==> config.mk <==
export PLATFORM = sky130hd
export DESIGN_NAME = ped_crossing_flat
export DESIGN_NICKNAME = d
export VERILOG_FILES = /design/src/rtl/traffic_pkg.sv /design/src/rtl/ped_crossing_if.sv /design/src/rtl/lamp_seq_check.sv /design/src/rtl/ped_crossing.sv /design/src/flat_wrapper.sv
export SDC_FILE = /design/constraint.sdc
export NUM_CORES = 1
export LEC_CHECK = 0
export CAP_MARGIN = 20
export CORE_ASPECT_RATIO = 1.4
export CORE_MARGIN = 2
export CORE_UTILIZATION = 47
export CTS_BUF_LIST = sky130_fd_sc_hd__clkbuf_8
export DETAILED_ROUTE_END_ITERATION = 10
export PLACE_DENSITY = 0.69
export SYNTH_ARGS = -nofsm -noshare
export SYNTH_HDL_FRONTEND = slang
export SYNTH_HIERARCHICAL = 1
export SYNTH_SLANG_ARGS = --single-unit
==> constraint.sdc <==
create_clock -name clk -period 3 [get_ports clk]
set_input_delay 0.6 -clock clk [delete_from_list [all_inputs] [get_ports clk]]
set_output_delay 0.6 -clock clk [all_outputs]
set_load 0.01 [all_outputs]
==> src/rtl/traffic_pkg.sv <==
// traffic_pkg
// Shared definitions for the pedestrian crossing controller:
//   - ped_state_t   : crossing FSM states
//   - LAMP_*        : vehicle lamp codes, packed as {red, amber, green}
//   - lamp_is_valid : true for the four codes the sequencer can produce
//   - lamp_next     : the legal successor of a lamp code
package traffic_pkg;

   typedef enum logic [2:0] {
      ST_IDLE,
      ST_ARMED,
      ST_WALK,
      ST_CLEAR,
      ST_FAULT
   } ped_state_t;

   localparam logic [2:0] LAMP_RED       = 3'b100;
   localparam logic [2:0] LAMP_RED_AMBER = 3'b110;
   localparam logic [2:0] LAMP_GREEN     = 3'b001;
   localparam logic [2:0] LAMP_AMBER     = 3'b010;

   function automatic logic lamp_is_valid(input logic [2:0] lamp);
      case (lamp)
         LAMP_RED, LAMP_RED_AMBER, LAMP_GREEN, LAMP_AMBER: lamp_is_valid = 1'b1;
         default:                                          lamp_is_valid = 1'b0;
      endcase
   endfunction

   function automatic logic [2:0] lamp_next(input logic [2:0] lamp);
      case (lamp)
         LAMP_RED:       lamp_next = LAMP_RED_AMBER;
         LAMP_RED_AMBER: lamp_next = LAMP_GREEN;
         LAMP_GREEN:     lamp_next = LAMP_AMBER;
         default:        lamp_next = LAMP_RED;
      endcase
   endfunction

endpackage

==> src/rtl/ped_crossing_if.sv <==
// ped_crossing_if
// Signal bundle between the traffic-light side and the crossing controller.
//   red, amber, green : vehicle lamps from the sequencer
//   button            : pedestrian request
//   hold              : freezes the sequencer while high
//   walk, dont_walk   : pedestrian lamps
//   wait_lamp         : request-registered indicator
//   countdown         : remaining walk cycles (0 outside the walk phase)
//   fault             : sticky sequence/safety fault
// The master modport is the environment; the slave modport is the controller.
interface ped_crossing_if;
   logic       red;
   logic       amber;
   logic       green;
   logic       button;
   logic       hold;
   logic       walk;
   logic       dont_walk;
   logic       wait_lamp;
   logic [3:0] countdown;
   logic       fault;

   modport master (
      output red, amber, green, button,
      input  hold, walk, dont_walk, wait_lamp, countdown, fault
   );

   modport slave (
      input  red, amber, green, button,
      output hold, walk, dont_walk, wait_lamp, countdown, fault
   );
endinterface

==> src/rtl/lamp_seq_check.sv <==
// lamp_seq_check
// Watches the vehicle lamp code and flags illegal transitions.
//   clk, rst : clock and asynchronous active-high reset
//   lamp     : current {red, amber, green}
//   illegal  : high for a cycle in which lamp is an unknown code or is
//              neither a repeat nor the legal successor of the previous code
// The previous-lamp register is loaded on the first cycle after reset and
// no check is made on that cycle.
module lamp_seq_check
   import traffic_pkg::*;
(
   input  logic       clk,
   input  logic       rst,
   input  logic [2:0] lamp,
   output logic       illegal
);

   logic [2:0] prev_reg;
   logic       primed_reg;

   always_ff @(posedge clk or posedge rst) begin
      if (rst) begin
         prev_reg   <= LAMP_RED;
         primed_reg <= 1'b0;
      end else begin
         prev_reg   <= lamp;
         primed_reg <= 1'b1;
      end
   end

   always_comb begin
      illegal = 1'b0;
      if (primed_reg) begin
         if (!lamp_is_valid(lamp))
            illegal = 1'b1;
         else if (lamp != prev_reg && lamp != lamp_next(prev_reg))
            illegal = 1'b1;
      end
   end

endmodule

==> src/rtl/ped_crossing.sv <==
// ped_crossing
// Pedestrian crossing controller downstream of the traffic-light sequencer.
// Latches a request, starts the walk phase when the vehicle lamps leave
// amber, holds the vehicle lights on red through walk and clearance, and
// latches a sticky fault on an illegal lamp sequence or on a non-red lamp
// while holding.
//   clk, rst : clock and asynchronous active-high reset
//   ped      : ped_crossing_if.slave (lamps/button in, pedestrian outputs out)
// Parameters: WALK_CYCLES (1..15), CLEAR_CYCLES (1..15), FLASH_DIV.
// Build option: define PED_FLASH_EN to flash dont_walk during clearance,
// toggling every FLASH_DIV cycles; otherwise dont_walk is steady.
module ped_crossing
   import traffic_pkg::*;
#(
   parameter int WALK_CYCLES  = 8,
   parameter int CLEAR_CYCLES = 4,
   parameter int FLASH_DIV    = 2
) (
   input logic           clk,
   input logic           rst,
   ped_crossing_if.slave ped
);

`ifdef PED_FLASH_EN
   localparam bit FLASH_ON = 1'b1;
`else
   localparam bit FLASH_ON = 1'b0;
`endif

   logic [2:0] lamp;
   logic       illegal;

   assign lamp = {ped.red, ped.amber, ped.green};

   lamp_seq_check u_check (
      .clk     (clk),
      .rst     (rst),
      .lamp    (lamp),
      .illegal (illegal)
   );

   ped_state_t state_reg;
   logic       hold_reg;
   logic       walk_reg;
   logic       dont_walk_reg;
   logic       wait_reg;
   logic [3:0] countdown_reg;
   logic       fault_reg;
   logic [3:0] phase_reg;     // cycles left in the current WALK/CLEAR phase
   logic [3:0] flash_reg;     // cycles since the last dont_walk toggle
   logic       pending_reg;   // request made during WALK/CLEAR

   logic safety_trip;
   assign safety_trip = (state_reg == ST_WALK || state_reg == ST_CLEAR) &&
                        (lamp != LAMP_RED);

   always_ff @(posedge clk or posedge rst) begin
      if (rst) begin
         state_reg     <= ST_IDLE;
         hold_reg      <= 1'b0;
         walk_reg      <= 1'b0;
         dont_walk_reg <= 1'b1;
         wait_reg      <= 1'b0;
         countdown_reg <= 4'd0;
         fault_reg     <= 1'b0;
         phase_reg     <= 4'd0;
         flash_reg     <= 4'd0;
         pending_reg   <= 1'b0;
      end else if (illegal || safety_trip) begin
         // Fault overrides every other transition.
         state_reg     <= ST_FAULT;
         hold_reg      <= 1'b0;
         walk_reg      <= 1'b0;
         dont_walk_reg <= 1'b1;
         wait_reg      <= 1'b0;
         countdown_reg <= 4'd0;
         fault_reg     <= 1'b1;
         pending_reg   <= 1'b0;
      end else begin
         case (state_reg)
            ST_IDLE: begin
               if (ped.button) begin
                  state_reg <= ST_ARMED;
                  wait_reg  <= 1'b1;
               end
            end
            ST_ARMED: begin
               // The sequencer moves amber->red on this same edge, so hold
               // rises just in time to pin it on red.
               if (lamp == LAMP_AMBER) begin
                  state_reg     <= ST_WALK;
                  hold_reg      <= 1'b1;
                  walk_reg      <= 1'b1;
                  dont_walk_reg <= 1'b0;
                  wait_reg      <= 1'b0;
                  pending_reg   <= 1'b0;
                  countdown_reg <= 4'(WALK_CYCLES);
                  phase_reg     <= 4'(WALK_CYCLES);
               end
            end
            ST_WALK: begin
               if (ped.button) begin
                  pending_reg <= 1'b1;
                  wait_reg    <= 1'b1;
               end
               if (phase_reg == 4'd1) begin
                  state_reg     <= ST_CLEAR;
                  walk_reg      <= 1'b0;
                  dont_walk_reg <= 1'b1;
                  countdown_reg <= 4'd0;
                  phase_reg     <= 4'(CLEAR_CYCLES);
                  flash_reg     <= 4'd0;
               end else begin
                  phase_reg     <= phase_reg - 4'd1;
                  countdown_reg <= countdown_reg - 4'd1;
               end
            end
            ST_CLEAR: begin
               if (phase_reg == 4'd1) begin
                  hold_reg      <= 1'b0;
                  dont_walk_reg <= 1'b1;
                  pending_reg   <= 1'b0;
                  if (pending_reg || ped.button) begin
                     state_reg <= ST_ARMED;
                     wait_reg  <= 1'b1;
                  end else begin
                     state_reg <= ST_IDLE;
                     wait_reg  <= 1'b0;
                  end
               end else begin
                  phase_reg <= phase_reg - 4'd1;
                  if (ped.button) begin
                     pending_reg <= 1'b1;
                     wait_reg    <= 1'b1;
                  end
                  if (FLASH_ON && flash_reg == 4'(FLASH_DIV - 1)) begin
                     dont_walk_reg <= !dont_walk_reg;
                     flash_reg     <= 4'd0;
                  end else begin
                     flash_reg <= flash_reg + 4'd1;
                  end
               end
            end
            ST_FAULT: begin
               // Sticky: only reset leaves.
            end
            default: begin
               state_reg <= ST_IDLE;
            end
         endcase
      end
   end

   assign ped.hold      = hold_reg;
   assign ped.walk      = walk_reg;
   assign ped.dont_walk = dont_walk_reg;
   assign ped.wait_lamp = wait_reg;
   assign ped.countdown = countdown_reg;
   assign ped.fault     = fault_reg;

endmodule

==> src/flat_wrapper.sv <==
// flat-port wrapper written by rule: the top's interface ports become plain ports
module ped_crossing_flat import traffic_pkg::*;
#(
   parameter int WALK_CYCLES  = 8,
   parameter int CLEAR_CYCLES = 4,
   parameter int FLASH_DIV    = 2
)
  (clk, rst, ped_red, ped_amber, ped_green, ped_button, ped_hold, ped_walk, ped_dont_walk, ped_wait_lamp, ped_countdown, ped_fault);
  ped_crossing_if ped_i ();
  input logic clk;
  input logic rst;
  input wire logic [$bits(ped_i.red)-1:0] ped_red;
  input wire logic [$bits(ped_i.amber)-1:0] ped_amber;
  input wire logic [$bits(ped_i.green)-1:0] ped_green;
  input wire logic [$bits(ped_i.button)-1:0] ped_button;
  output wire logic [$bits(ped_i.hold)-1:0] ped_hold;
  output wire logic [$bits(ped_i.walk)-1:0] ped_walk;
  output wire logic [$bits(ped_i.dont_walk)-1:0] ped_dont_walk;
  output wire logic [$bits(ped_i.wait_lamp)-1:0] ped_wait_lamp;
  output wire logic [$bits(ped_i.countdown)-1:0] ped_countdown;
  output wire logic [$bits(ped_i.fault)-1:0] ped_fault;
  assign ped_i.red = ped_red;
  assign ped_i.amber = ped_amber;
  assign ped_i.green = ped_green;
  assign ped_i.button = ped_button;
  assign ped_hold = ped_i.hold;
  assign ped_walk = ped_i.walk;
  assign ped_dont_walk = ped_i.dont_walk;
  assign ped_wait_lamp = ped_i.wait_lamp;
  assign ped_countdown = ped_i.countdown;
  assign ped_fault = ped_i.fault;
  ped_crossing #(.WALK_CYCLES(WALK_CYCLES), .CLEAR_CYCLES(CLEAR_CYCLES), .FLASH_DIV(FLASH_DIV)) u_core (.clk(clk), .rst(rst), .ped(ped_i));
endmodule
; Word-level counts from Yosys, hierarchy flattened
; Index checks and enable logic that the tools add are counted.
[totals]
elab_cells = 101
out_inout_bits = 9
ff_bits = 21
in_bits = 6
[op_classes]
muxes = 41
addsub = 2
bitwise_logic = 1
eq_ne = 23
n_reduce_logical = 23
[op_table]
columns = op, n
row1 = 2-to-1 mux 3 bit, 7
row2 = 2-to-1 mux 1 bit, 20
row3 = 2-to-1 mux 4 bit, 5
row4 = "equality test 3 bit, second input constant", 5
row5 = case mux 3 bit (5 select lines), 1
row6 = case mux 4 bit (3 select lines), 1
row7 = nonzero test 3 bit, 4
row8 = "equality test 3 x 1 -> 1 bit, second input constant", 3
row9 = "equality test 3 x 2 -> 1 bit, second input constant", 3
row10 = "!= test 3 bit, second input constant", 3
row11 = case mux 3 bit (3 select lines), 1
row12 = AND reduction 3 bit, 3
row13 = case mux 4 bit (2 select lines), 1
row14 = nonzero test 4 bit, 2
row15 = "subtractor 4 x 1 -> 4 bit, second input constant", 2
row16 = "!= test 3 x 1 -> 1 bit, second input constant", 2
row17 = != test 3 bit, 2
row18 = case mux 1 bit (2 select lines), 3
row19 = case mux 1 bit (3 select lines), 2
row20 = AND reduction 2 bit, 3
row21 = AND reduction 5 bit, 1
row22 = "equality test 4 x 1 -> 1 bit, second input constant", 1
row23 = "!= test 2 x 1 -> 1 bit, second input constant", 2
row24 = AND reduction 4 bit, 1
row25 = 8 further kinds, 12

; Depth between registers and ports, before layout
; Gate-level depths: netlist of run 1.
[depth]
word_depth = 14
mapped_depth = 8
depth_no_buf = 8

; Cells and area by module
; The synthesis of run 1 kept the hierarchy.
[by_module_without_submodules]
columns = mod, instances, area_per_inst_um2, seq_area_each_um2, cells_per_inst
row1 = ped_crossing, 1, 977.2, 426.7, 100
row2 = lamp_seq_check, 1, 186.4, 101.3, 16

; Worst setup path before layout of run 1
; OpenSTA, ideal clock, no wires.
[synth_path]
kind = register to register
startpoint = register u_core.u_check.prev_reg[1]
endpoint = register u_core.walk_reg (netlist: u_core/ped.walk)
arrival_ps = 2201
stages_incl_launch_ff = 9
slack_ps = 734
path_buffers = 0
required_ps = 2935
period_less_slack_ps = 2266
setup_ps = 65
path_cell_list = dfrtp_1 or3b_1 a21oi_1 a32oi_1 o211a_1 or4b_1 or3_1 o21ai_0 a21o_1
[synth_via]
elab_chain_cells = 12
elab_cells_between_ends = 18
cone_classes = 7 x eq/ne / 7 x mux / 4 x reduce/logical
[synth_lines]
columns = element, line_no
row1 = "start, declared", lamp_seq_check.sv:18  ; logic [2:0] prev_reg;
row2 = "start signal, assigned", lamp_seq_check.sv:26  ; prev_reg <= lamp;
row3 = equality test 3 x 1 -> 1 bit / equality test 3 bit (equally long branches), traffic_pkg.sv:30  ; case (lamp)
row4 = case mux 3 bit (3 select lines), traffic_pkg.sv:30
row5 = 2-to-1 mux 3 bit, lamp_seq_check.sv:34  ; if (!lamp_is_valid(lamp))
row6 = 2-to-1 mux 3 bit, lamp_seq_check.sv:33  ; if (primed_reg) begin
row7 = != test 3 bit, lamp_seq_check.sv:36  ; else if (lamp != prev_reg && lamp != lamp_next(prev_reg))
row8 = logical AND 1 bit (*), lamp_seq_check.sv:36
row9 = 2-to-1 mux 1 bit (*), lamp_seq_check.sv:36
row10 = 2-to-1 mux 1 bit (*), lamp_seq_check.sv:34
row11 = 2-to-1 mux 1 bit (*), lamp_seq_check.sv:33
row12 = net u_core.illegal, ped_crossing.sv:31  ; logic illegal;
row13 = logical OR 1 bit (*), ped_crossing.sv:69  ; end else if (illegal || safety_trip) begin
row14 = != test 3 bit (no line) (tied with other cells), n/a
row15 = AND reduction 3 bit (no line), n/a
row16 = "end signal, assigned", ped_crossing.sv:61  ; walk_reg <= 1'b0;
row17 = "end signal, assigned", ped_crossing.sv:73  ; walk_reg <= 1'b0;
row18 = "end signal, assigned", ped_crossing.sv:93  ; walk_reg <= 1'b1;
row19 = "end, declared", ped_crossing.sv:44  ; logic walk_reg;
; The timed path passes the listed nets; every way through them passes the cells marked *. The select of a mux whose other input is x is not followed.
; A chain may end at the register's enable or synchronous reset.

; Worst setup path after layout of run 1
[layout_path]
startpoint = input port ped_red
endpoint = register u_core.walk_reg (netlist: u_core/ped.walk)
[layout_via]
elab_chain_cells = 9
elab_cells_between_ends = 21
cone_classes = 9 x eq/ne / 6 x mux / 6 x reduce/logical
[layout_lines]
columns = element, line_no
row1 = "start, declared", flat_wrapper.sv:12  ; input wire logic [$bits(ped_i.red)-1:0] ped_red;
row2 = equality test 3 bit (tied with other cells), traffic_pkg.sv:23  ; case (lamp)
row3 = OR reduction 4 bit, traffic_pkg.sv:23
row4 = 2-to-1 mux 1 bit, traffic_pkg.sv:23
row5 = 2-to-1 mux 1 bit, lamp_seq_check.sv:33
row6 = 2-to-1 mux 1 bit (*), lamp_seq_check.sv:34
row7 = 2-to-1 mux 1 bit (*), lamp_seq_check.sv:33
row8 = net u_core.illegal, ped_crossing.sv:31
row9 = logical OR 1 bit (*), ped_crossing.sv:69
row10 = != test 3 bit (no line) (tied with other cells), n/a
row11 = AND reduction 3 bit (no line), n/a
; Marks and branches as above.

==> flow_metrics.env, run 1 <==
export IMPL_setup_violations=0
export IMPL_drtIter0Drc=33
export IMPL_fin_util=0.576
export IMPL_area_growth_synth_to_final_pct=17.0
export IMPL_ys_flop_type="dfrtp_1"
export IMPL_diodes=0
export IMPL_crit_slowest_cell="clkdlybuf4s50_1"
export IMPL_synth_most_common_cell="dfrtp_1"
export IMPL_synth_edf_count=0
export IMPL_pwr_density_cell_nw_per_um2=371
export IMPL_dp_hpwl_microns=1950
export IMPL_antenna_found_initial=0
export IMPL_rsz0062_at_grt="no"
export IMPL_syn_avg_cell_area_sq_um=10.0
export IMPL_tightest_slew_ns=0.699
export IMPL_firstDrtPassIters=4
export IMPL_drc_errors=0
export IMPL_slew_headroom=0.533
export IMPL_drt_total_wl_microns=2530
export IMPL_rows=21
export IMPL_ys_seq_area_frac=0.454
export IMPL_leakagePower_nw=0.558
export IMPL_cts_resized=0
export IMPL_core_area_sq_um=2360
export IMPL_grt_use_total=0.201
export IMPL_cts_root_buf="clkbuf_8"
export IMPL_final_nets=141
export IMPL_post_cts_buffers=0
export IMPL_fin_crit_sh=0.869
export IMPL_yosys_cell_types_count=49
export IMPL_hold_viol=0
export IMPL_ioPinCount=15
export IMPL_async_reset_ff_frac=1.00
export IMPL_crit_path_cell_trace="clkdlybuf4s50_1 > nor2b_1 > a32oi_1 > o211a_1 > or4b_1 > or3_1 > o21ai_0 > a21o_1"
export IMPL_crit_type="input port to register"
export IMPL_power_w=0.000506
export IMPL_skew_ns=0.00623
export IMPL_synth_top_area_frac=0.409
export IMPL_yosysWarnings=6
export IMPL_clk_pin_slew_worst_paths_ns=0.08
export IMPL_hold_path_class="register to register"
export IMPL_setup_slack_ns=0.394
export IMPL_gp_congestion=0.809
export IMPL_cts_buffer_depth=2
export IMPL_post_drt_wl_per_cell_microns=16.5
export IMPL_grt_max_degree=18
export IMPL_status="finished, final reports clean"
export IMPL_gr_total_overflow=0
export IMPL_synthCells=116
export IMPL_via_per_inst=6.27
export IMPL_dieWidth_microns=46.1
export IMPL_yosysTopAreaCell="dfrtp_1"
export IMPL_ys_top_cells_by_count="dfrtp_1 (19), inv_1 (9), a21oi_1 (8), nand2_1 (7)"
export IMPL_htreeDepth=1
export IMPL_vias=966
export IMPL_holdBufCountCts=0
export IMPL_drtAntennaViolNets=0
export IMPL_max_freq_ghz=0.384
export IMPL_syn_num_nets=125
export IMPL_cp_required_ns=3.20
export IMPL_die_h_microns=62.9
export IMPL_dieArea_sq_um=2900
export IMPL_pre_cts_ws_ns=0.134
export IMPL_start_util=0.492
export IMPL_syn_area_sq_um=1160
export IMPL_io_buffers=14
export IMPL_cts_buffers_inserted=3
export IMPL_drv_slew=0
export IMPL_drive_gt1_frac=0.0992
export IMPL_ys_top_cells_by_area="dfrtp_1 (41%), dfstp_2 (4.5%), a21oi_1 (3.4%), ha_1 (3.2%), inv_1 (2.9%)"
export IMPL_grt_pass1_vias=994
export IMPL_fin_hold_ws_ns=0.475
export IMPL_vdd_ir_drop_max_uv=232
export IMPL_period_minus_slack_ns=2.61
export IMPL_crit_family="simple AND/OR/NAND/NOR gates"
export IMPL_crit_fanout=7
export IMPL_drv_cap=0
export IMPL_clock_sinks=21
export IMPL_num_fill_cells=214
export IMPL_critPathLaunchType="input port"
export IMPL_ys_ff_latch=21
export IMPL_cts_tree="yes"
export IMPL_finalSetupTns_ns=0
export IMPL_slowest_delay_ns=0.58
export IMPL_clock_latency_ns=0.26
export IMPL_worst_setup_path_end_kind="register"
export IMPL_crit_buf_inv=1
export IMPL_cp_arrival_ns=2.81
export IMPL_grt_pass1_wl_microns=4460
==> worst reg2reg max path: cells and delay by family (launching register included) <==
kind | cells | cell delay [ns]
AO/OA/AOI/OAI | 5 | 0.73
flip-flops | 1 | 0.40
AND/OR/NAND/NOR | 3 | 1.23
==> per-layer routing <==
metal  global-route usage  part of all wire  vias up
li1                     -                 -      459
met1                0.255              0.40      469
met2                0.340              0.54       30
met3               0.0260             0.040        8
met4               0.0607             0.018        0
met5                    0                 0        -
==> kinds of logic after synthesis <==
group / count (synthesis) / share of synthesized area
AO/OA/AOI/OAI: 34 / 0.220
XOR/XNOR: 1 / 0.00753
adder cells (fa/ha/maj): 3 / 0.0323
buffers and inverters: 13 / 0.0494
flip-flops: 21 / 0.454
multiplexers: 1 / 0.00860
other: 1 / 0.00322
AND/OR/NAND/NOR: 42 / 0.225
==> area by class of cell <==
cell class,instances,area [sq um],share of cell area
Inverter,9,33.8,0.0248
Multi-Input combinational cell,82,578,0.425
Sequential cell,21,528,0.388
Clock inverter,1,3.75,0.00276
Clock buffer,3,41.3,0.0303
Tap cell,23,28.8,0.0211
Timing Repair Buffer,15,148,0.108
==> worst paths after layout <==
check / slack (ns) / cells past startpoint / from / to
min: 0.48 / 1 / u_core/ped.fault / u_core/ped.fault
min in group asynchronous: 0.56 / 2 / rst / u_core/u_check/prev_reg[1]
max: 0.39 / 8 / ped_red / u_core/ped.walk
min reg2reg: 0.48 / 1 / u_core/ped.fault / u_core/ped.fault
max reg2reg: 0.59 / 8 / u_core/u_check/prev_reg[1] / u_core/ped.walk
max in group asynchronous: 1.82 / 2 / rst / u_core/phase_reg[1]
==> through the flow <==
step / std cells / cell area [sq um]
floorplan: 116 / 1160
global placement: 150 / 1320
detailed placement: 150 / 1320
CTS: 154 / 1360
global route: 154 / 1360
finish: 154 / 1360
==> cell usage in the layout, fill, tap and decap left out, types with 3 or more instances in the layout <==
master,netlist,routed
dfrtp_1,19,19
clkdlybuf4s50_1,0,14
inv_1,9,10
a21oi_1,8,8
nand2_1,7,7
nor3_1,5,5
nor2_1,5,5
o21ai_0,5,5
nor2b_1,4,4
clkbuf_8,0,3
ha_1,3,3
nand3b_1,3,3
==> power by group <==
part | total (W) | switching [W] | internal, W
Combinational | 0.0000392 | 0.0000222 | 0.0000170
Sequential | 0.000290 | 0.00000286 | 0.000287
Clock | 0.000177 | 0.0000859 | 0.0000910
No activity file was read; power rests on OpenSTA's default activity.
==> inputs of run 2 (changes only) <==
- GPL_TIMING_DRIVEN: default -> 0
- SETUP_SLACK_MARGIN: default -> 0.15
==> run 2 against run 1 <==
Against the previous run:
- sequential power is essentially flat
- highest routed layer unchanged
- register-to-register slack lost 0.05 ns
- wire length shrank 0.24%
==> flow_metrics.env, run 2 (synthesis gave the netlist of run 1 again) <==
export IMPL_slew_headroom=0.570
export IMPL_drv_slew=0
export IMPL_crit_path_cell_trace="clkdlybuf4s50_1 > nor2b_1 > a32oi_1 > o211a_1 > or4b_1 > or3_1 > o21ai_0 > a21o_1"
export IMPL_drtAntennaViolNets=0
export IMPL_num_fill_cells=198
export IMPL_skew_ns=0.00517
export IMPL_area_growth_synth_to_final_pct=18.4
export IMPL_grt_use_total=0.189
export IMPL_firstDrtPassIters=4
export IMPL_cts_buffer_depth=2
export IMPL_final_nets=144
export IMPL_dp_hpwl_microns=1870
export IMPL_setup_slack_ns=0.360
export IMPL_cts_tree="yes"
export IMPL_finalSetupTns_ns=0
export IMPL_multiInputGateArea_sq_um=578
export IMPL_die_h_microns=62.9
export IMPL_dieWidth_microns=46.1
export IMPL_tightest_slew_ns=0.645
export IMPL_status="finished, final reports clean"
export IMPL_drc_errors=0
export IMPL_critPathLaunchType="input port"
export IMPL_clk_pin_slew_worst_paths_ns=0.08
export IMPL_antenna_found_initial=0
export IMPL_crit_buf_inv=1
export IMPL_grt_pass1_vias=985
export IMPL_final_common_cell="dfrtp_1"
export IMPL_drive_gt1_frac=0.112
export IMPL_drt_total_wl_microns=2530
export IMPL_period_minus_slack_ns=2.64
export IMPL_pre_cts_ws_ns=0.102
export IMPL_crit_slowest_cell="clkdlybuf4s50_1"
export IMPL_vdd_ir_drop_max_uv=255
export IMPL_dieArea_sq_um=2900
export IMPL_cp_required_ns=3.20
export IMPL_crit_family="simple AND/OR/NAND/NOR gates"
export IMPL_grt_max_degree=18
export IMPL_clock_latency_ns=0.25
export IMPL_io_buffers=14
export IMPL_p_sw_w=0.000113
export IMPL_hold_viol=0
export IMPL_pwr_share_clk=0.354
export IMPL_crit_type="input port to register"
export IMPL_cts_resized=0
export IMPL_max_freq_ghz=0.379
export IMPL_post_cts_buffers=0
export IMPL_crit_fanout=7
export IMPL_via_per_inst=6.12
export IMPL_leakagePower_nw=0.570
export IMPL_cts_buffers_inserted=3
export IMPL_start_util=0.492
export IMPL_internal_power_w=0.000393
export IMPL_diodes=0
export IMPL_gp_congestion=0.818
export IMPL_seqCellArea_sq_um=528
export IMPL_final_cell_mix="dfrtp_1 (19), clkdlybuf4s50_1 (14), inv_1 (10)"
export IMPL_hold_path_class="register to register"
export IMPL_core_area_sq_um=2360
export IMPL_ioPinCount=15
export IMPL_post_drt_wl_per_cell_microns=16.1
export IMPL_worst_setup_path_end_kind="register"
export IMPL_vias=961
export IMPL_htreeDepth=1
export IMPL_setup_violations=0
export IMPL_gr_total_overflow=0
export IMPL_pwr_density_cell_nw_per_um2=368
export IMPL_fin_crit_sh=0.880
export IMPL_slowest_delay_ns=0.59
export IMPL_grt_pass1_wl_microns=4170
export IMPL_rsz0062_at_grt="no"
export IMPL_p_sw_frac=0.223
export IMPL_rows=21
export IMPL_power_frac_seq=0.572
export IMPL_cp_arrival_ns=2.84
export IMPL_drv_cap=0
export IMPL_combPwrFrac=0.074
export IMPL_clock_sinks=21
export IMPL_drtIter0Drc=22
export IMPL_cts_root_buf="clkbuf_8"
export IMPL_holdBufCountCts=0
==> run 2: changes by cell type in the layout (fill, tap and decap cells not counted) <==
cell	previous run	this run
buf_2	0	1
buf_4	1	2
clkbuf_1	0	1
==> run 2: layout make-up <==
| type | count | share of cell area |
|---|---|---|
| multi-input combinational | 82 | 0.420 |
| sequential | 21 | 0.383 |
| timing repair buffer | 14 | 0.102 |
| clock buffer | 3 | 0.0300 |
| inverter | 9 | 0.0245 |
| tap | 23 | 0.0209 |
| buffer | 4 | 0.0173 |
| clock inverter | 1 | 0.00272 |
==> run 2: worst paths after layout <==
path / startpoint / end / slack [ns] / cells past startpoint
setup reg to reg: u_core/u_check/prev_reg[1] / u_core/ped.walk / 0.54 / 8
hold reg to reg: u_core/ped.fault / u_core/ped.fault / 0.47 / 1
hold / removal: u_core/ped.fault / u_core/ped.fault / 0.47 / 1
max in group asynchronous: rst / u_core/pending_reg / 1.81 / 2
min in group asynchronous: rst / u_core/u_check/prev_reg[1] / 0.56 / 2
setup / recovery: ped_red / u_core/ped.walk / 0.36 / 8
==> run 2: metal layers <==
layer / routed length, microns / global-route usage / part of all wire / vias up
met5: 0 / 0 / 0 / -
met4: 36 / 0.0536 / 0.014 / 0
met3: 92 / 0.0260 / 0.036 / 4
met2: 1340 / 0.332 / 0.53 / 29
met1: 1060 / 0.229 / 0.42 / 462
li1: - / - / - / 466
==> run 2: power by group through the flow <==
stage | clock network (W) | logic, W | registers, W
2_1_floorplan | 0 | 0.0000226 | 0.000294
3_3_place_gp | 0 | 0.0000375 | 0.000295
3_5_place_dp | 0 | 0.0000380 | 0.000295
4_1_cts | 0.000187 | 0.0000382 | 0.000290
5_1_grt | 0.000194 | 0.0000420 | 0.000290
6_report | 0.000179 | 0.0000374 | 0.000290
==> run 2: through the flow <==
stage	instance area [sq um]	hold slack [ns]	std cells	util	total power (W)
6_report	1380	0.469	157	0.583	0.000506
5_1_grt	1380	0.504	157	0.583	0.000526
4_1_cts	1380	0.482	157	0.583	0.000515
3_5_place_dp	1330	0.462	153	0.563	0.000333
3_3_place_gp	1330	0.454	153	0.563	0.000332
2_1_floorplan	1160	0.365	116	-	0.000317
